<file path="src/rtl/mc_controller.sv">
// Multicycle control FSM for the ARM-subset datapath: sequences fetch/decode/
// execute/memory/writeback, owns the NZCV register and gates writes by condition.
module mc_controller #(
  parameter logic [3:0] RESET_FLAGS = 4'b0000
) (
  input  logic       clk,
  input  logic       reset,
  input  logic [3:0] Cond,
  input  logic [1:0] Op,
  input  logic [5:0] Funct,
  input  logic [3:0] Rd,
  input  logic [3:0] ALUFlags,
  output logic       PCWrite,
  output logic       AdrSrc,
  output logic       MemW,
  output logic       IRWrite,
  output logic       RegW,
  output logic [1:0] ResultSrc,
  output logic       ALUSrcA,
  output logic [1:0] ALUSrcB,
  output logic [1:0] ImmSrc,
  output logic [1:0] RegSrc,
  output logic [3:0] ALUControl,
  output logic [3:0] Flags,
  output logic       Illegal
);

  typedef enum logic [3:0] {
    S_FETCH   = 4'd0,
    S_DECODE  = 4'd1,
    S_MEMADR  = 4'd2,
    S_MEMRD   = 4'd3,
    S_MEMWB   = 4'd4,
    S_MEMWR   = 4'd5,
    S_EXECR   = 4'd6,
    S_EXECI   = 4'd7,
    S_ALUWB   = 4'd8,
    S_BRANCH  = 4'd9,
    S_UNKNOWN = 4'd10
  } state_t;

  localparam logic [3:0] ALU_ADD = 4'h4;

  state_t     state, state_nxt;
  logic [3:0] flags_q;
  logic       cond_ex;
  logic       is_cmp;
  logic       is_arith;
  logic       flag_we;
  logic       dp_wb_we;
  logic       flag_n, flag_z, flag_c, flag_v;

  assign {flag_n, flag_z, flag_c, flag_v} = flags_q;
  assign Flags = flags_q;

  // Condition check always looks at the architectural flags, not the live ALU flags.
  always_comb begin
    cond_ex = 1'b1;
    case (Cond)
      4'h0: cond_ex = flag_z;
      4'h1: cond_ex = ~flag_z;
      4'h2: cond_ex = flag_c;
      4'h3: cond_ex = ~flag_c;
      4'h4: cond_ex = flag_n;
      4'h5: cond_ex = ~flag_n;
      4'h6: cond_ex = flag_v;
      4'h7: cond_ex = ~flag_v;
      4'h8: cond_ex = flag_c & ~flag_z;
      4'h9: cond_ex = ~flag_c | flag_z;
      4'hA: cond_ex = (flag_n == flag_v);
      4'hB: cond_ex = (flag_n != flag_v);
      4'hC: cond_ex = ~flag_z & (flag_n == flag_v);
      4'hD: cond_ex = flag_z | (flag_n != flag_v);
      default: cond_ex = 1'b1;
    endcase
  end

  // TST/TEQ/CMP/CMN only set flags; they never write the register file.
  assign is_cmp = (Funct[4:3] == 2'b10);

  always_comb begin
    is_arith = 1'b0;
    case (Funct[4:1])
      4'h2, 4'h3, 4'h4, 4'h5, 4'h6, 4'h7, 4'hA, 4'hB: is_arith = 1'b1;
      default: is_arith = 1'b0;
    endcase
  end

  assign flag_we  = ((state == S_EXECR) || (state == S_EXECI)) && Funct[0] && cond_ex;
  assign dp_wb_we = cond_ex & ~is_cmp;

  // NOTE: state and flag registers use non-blocking assignments so every flop
  // samples pre-edge values regardless of statement order.
  always_ff @(posedge clk or negedge reset) begin
    if (!reset) begin
      state   <= S_FETCH;
      flags_q <= RESET_FLAGS;
    end else begin
      state <= state_nxt;
      if (flag_we) begin
        flags_q[3:2] <= ALUFlags[3:2];
        if (is_arith) flags_q[1:0] <= ALUFlags[1:0];
      end
    end
  end

  // NOTE: every output and the next state get a default before the case, so no
  // path through this block leaves a signal unassigned (no inferred latches).
  always_comb begin
    state_nxt  = S_FETCH;
    PCWrite    = 1'b0;
    AdrSrc     = 1'b0;
    MemW       = 1'b0;
    IRWrite    = 1'b0;
    RegW       = 1'b0;
    ResultSrc  = 2'b00;
    ALUSrcA    = 1'b0;
    ALUSrcB    = 2'b00;
    ImmSrc     = 2'b00;
    RegSrc     = 2'b00;
    ALUControl = ALU_ADD;
    Illegal    = 1'b0;

    case (state)
      S_FETCH: begin
        AdrSrc    = 1'b0;
        IRWrite   = 1'b1;
        ALUSrcA   = 1'b1;
        ALUSrcB   = 2'b10;
        ResultSrc = 2'b10;
        PCWrite   = 1'b1;
        state_nxt = S_DECODE;
      end
      S_DECODE: begin
        ALUSrcA = 1'b1;
        ALUSrcB = 2'b10;
        RegSrc  = {(Op == 2'b01), (Op == 2'b10)};
        ImmSrc  = (Op == 2'b11) ? 2'b00 : Op;
        case (Op)
          2'b00:   state_nxt = Funct[5] ? S_EXECI : S_EXECR;
          2'b01:   state_nxt = S_MEMADR;
          2'b10:   state_nxt = S_BRANCH;
          default: state_nxt = S_UNKNOWN;
        endcase
      end
      S_MEMADR: begin
        ALUSrcA   = 1'b0;
        ALUSrcB   = 2'b01;
        state_nxt = Funct[0] ? S_MEMRD : S_MEMWR;
      end
      S_MEMRD: begin
        AdrSrc    = 1'b1;
        state_nxt = S_MEMWB;
      end
      S_MEMWB: begin
        ResultSrc = 2'b01;
        RegW      = cond_ex;
        PCWrite   = cond_ex & (Rd == 4'hF);
        state_nxt = S_FETCH;
      end
      S_MEMWR: begin
        AdrSrc    = 1'b1;
        MemW      = cond_ex;
        state_nxt = S_FETCH;
      end
      S_EXECR: begin
        ALUSrcA    = 1'b0;
        ALUSrcB    = 2'b00;
        ALUControl = Funct[4:1];
        state_nxt  = S_ALUWB;
      end
      S_EXECI: begin
        ALUSrcA    = 1'b0;
        ALUSrcB    = 2'b01;
        ALUControl = Funct[4:1];
        state_nxt  = S_ALUWB;
      end
      S_ALUWB: begin
        ResultSrc = 2'b00;
        RegW      = dp_wb_we;
        PCWrite   = dp_wb_we & (Rd == 4'hF);
        state_nxt = S_FETCH;
      end
      S_BRANCH: begin
        ALUSrcA   = 1'b0;
        ALUSrcB   = 2'b01;
        ImmSrc    = 2'b10;
        ResultSrc = 2'b10;
        PCWrite   = cond_ex;
        state_nxt = S_FETCH;
      end
      S_UNKNOWN: begin
        Illegal   = 1'b1;
        state_nxt = S_FETCH;
      end
      default: state_nxt = S_FETCH;
    endcase
  end

endmodule

</file>
<file path="config.mk">
export PLATFORM = sky130hd
export DESIGN_NAME = mc_controller
export DESIGN_NICKNAME = d
export VERILOG_FILES = /design/src/rtl/mc_controller.sv
export SDC_FILE = /design/constraint.sdc
export NUM_CORES = 1
export LEC_CHECK = 0
export CORE_MARGIN = 2
export CORE_UTILIZATION = 37
export CTS_CLUSTER_SIZE = 12
export DETAILED_ROUTE_END_ITERATION = 8
export PLACE_DENSITY = 0.82
export SYNTH_ARGS = -nofsm -noshare
export SYNTH_HDL_FRONTEND = slang
export SYNTH_SLANG_ARGS = --single-unit
export TNS_END_PERCENT = 30
</file>
<file path="constraint.sdc">
create_clock -name clk -period 2.4 [get_ports clk]
set_input_delay 0.48 -clock clk [delete_from_list [all_inputs] [get_ports clk]]
set_output_delay 0.48 -clock clk [all_outputs]
set_load 0.02 [all_outputs]
</file>
==> metrics.txt <==
total gr overflow 0; Total GRT Usage 23.1%; Final Cycle Share 100%; CP endpoint kind output port; # setup viols final 0; Die Y 49.9 um; CP max stage delay 0.50 ns; WL/cell 14.6 um; min Tclk post-route 2.40 ns; Ant. Diodes 0; worst hold-check path type in -> async; CP max FO 3; Synth top cells by count nor2_1 (12), dfrtp_1 (8), nor3_1 (8); part of the Yosys area used for sequential elements 25.7%; FILL cells 140; vias post-DR 1003; Primary FF master, synth dfrtp_1; share of cells above drive strength 1 32.0%; area of the core around 0.002 mm^2; initial core utilization 39.3%; clock sink total 8; RSZ-0062 raised after global routing true; first-pass GRT wire length 4480 um; post-synth top area cell dfrtp_1; Initial DRC Count 14; Syn. warnings 0; nets@finish 193; final std cells w/o fill 196; DP Cell Count 191; FF-to-FF Start Flags[3]$_DFFE_PN0P_; worst endpoint required time roughly 1.9 ns; Setup Skew 0.00274 ns; TritonRoute pass-1 iters 4; Worst-Skew Late Latency 0.25 ns; routed wire length approximately 2900 um; ys async rst share 100%; TritonCTS clock tree done; max-cap viol count 0; kind of critical path in -> out; fmax ~420 MHz; outcome finished, final reports clean; HPWL Detailed 2060 um; Avg Vias per Cell 5.12; post-synth cell types 37; Hold Fails Final Rpt 0; TNS Setup 0 ns; Mapped Area 779 um^2; cell family with most CP delay simple AND/OR/NAND/NOR gates; most numerous cell in the Yosys netlist nor2_1; vias in the first global route approximately 980; flops & latches, synth 8; share of the synthesized area in the top cell type 25.7%; initial antenna violation count 0; H-tree depth 1; CP bufs+invs 2; Die Area 0.00249 mm^2; Site Rows 16; Post-Syn Nets between 100 and 150; number of flops mapped to enable cells by yosys 0; CTS Hold Buffers Added 0; Remaining DRCs 0; worst slew pin tran a little over 0.4 ns; Slew Viols, Final 0; Port Buf Inserts 44; CTS Root Buffer Type clkbuf_4; io pins 45; post-route ant nets 0; WP data arrival between 1.5 and 2 ns; CP Launch Type input pin; Layout area overhead 99.4%; CTS Buf Count 3; die width 49.9 um; Pwr Density 1010 mW/mm^2; Worst VDD drop 0.822 mV; Bufs on Longest Clock Path 2; Placer Congestion 0.801; critical path's most frequent cell nor3_2; Slew HR 72.5%; clk slew on worst S/H paths around 0.050 ns; cells along the critical path clkdlybuf4s15_1, nand2_2, or4_4, a31oi_4, nor3_2, nor3_2, buf_4; largest net degree at the start of global routing 13; crit path max-delay cell type or4_4; Post-Syn Instances between 100 and 150; CP startpoint Cond[3]; Leak Pwr 0.758 nW; synth top area cells dfrtp_1 (26%), nor2_1 (5.8%), nor3_1 (5.1%); Avg Inst Size Synth 7.64 um^2
-- per-stage QoR --
| step | worst slack (ns) | hold slack, ns | instance area [um^2] | total power [W] | util (%) |
|---|---|---|---|---|---|
| final | 0.000709 | 0.499 | 1550 | 0.00157 | 78.4 |
| after floorplan | 0.00829 | 0.184 | 785 | 0.000850 | - |
| after global routing | -0.0588 | 0.517 | 1550 | 0.00167 | 78.4 |
| after CTS | -0.0117 | 0.504 | 1510 | 0.00154 | 76.1 |
| after detailed placement | -0.779 | 0.595 | 1410 | 0.00137 | 71.2 |
| after global placement | -0.747 | 0.577 | 1410 | 0.00135 | 71.2 |
-- cell type report --
type | instances | area (um^2) | share of cell area [%]
clock buffers | 3 | 22.5 | 1.45
inverters | 4 | 15.0 | 0.966
multi-input cells | 83 | 639 | 41.1
flip-flops and latches | 8 | 201 | 13.0
well taps | 27 | 33.8 | 2.17
repair buffers | 71 | 642 | 41.3
-- where the power goes --
part           internal, W  total (W)  switching, W
combinational     0.000559    0.00119      0.000631
clock            0.0000571   0.000101     0.0000437
sequential        0.000196   0.000274     0.0000782
-- cell families (layout without fill, tap and decap cells) --
group / Yosys count / count (layout) / share of synthesized area, %
buf+inv: 11 / 78 / 6.42
mux: 6 / 6 / 8.35
flops: 8 / 8 / 25.7
simple gates: 50 / 50 / 34.5
xor+xnor: 5 / 5 / 5.62
compound gates: 22 / 22 / 19.4
-- placed cells by master (no fill, tap or decap), types with 2 or more instances in the layout --
cell type,n
buf_4,28
nor4_1,2
xor2_1,2
inv_1,4
nor3_2,2
nor2_1,12
clkdlybuf4s50_1,26
nor2b_1,2
nand2_1,5
dfrtp_1,7
dlymetal6s2s_1,5
buf_6,2
clkdlybuf4s15_1,2
a31oi_1,2
a21oi_4,2
nand2b_1,6
mux2i_1,2
a21oi_1,5
dlygate4sd2_1,7
o21ai_0,5
mux2_1,2
clkbuf_4,3
mux2_2,2
nor3_1,5
and2_1,2
nor3b_1,2
xnor2_1,2
-- path summary, 6_finish.rpt --
kind                       slack [ns]                   end  cells after the start
setup reg to reg                 0.28  Flags[1]$_DFFE_PN0P_                      8
hold / removal                   0.50  Flags[3]$_DFFE_PN0P_                      1
max in group asynchronous        1.62    state[1]$_DFF_PN0_                      1
min in group clk                 0.60    state[3]$_DFF_PN0_                      2
hold reg to reg                  0.60    state[3]$_DFF_PN0_                      2
setup / recovery               0.0007                  MemW                      7
-- layer usage --
metal  vias to the layer above  track usage [%]  wire length (um)
met2                        29             44.0              1600
met1                       473             27.1              1150
met4                         0             2.78                 0
met3                         0             4.24               112
li1                        501                -                 -
met5                         -                0                 0
-- sequential cells by signal (all words and copies together), names as in the netlist --
| register | cells |
|---|---|
| state | 4 |
| Flags | 4 |
-- worst reg2reg max path, cell delays in order, from the launching register on --
cell and delay [ns]:
dfrtp_1 0.38, xor2_1 0.19, or4_4 0.44, a31oi_4 0.26
buf_4 0.15, buf_4 0.10, o31ai_1 0.07, buf_4 0.14
mux2_2 0.27
-- repair_timing --
action	4_1_cts	5_1_grt
endpoints found under the setup margin	11	8
pin swaps	7	3
buffers inserted	1	1
resized for setup	38	12
Note: power is estimated with default switching activity, not from simulation.
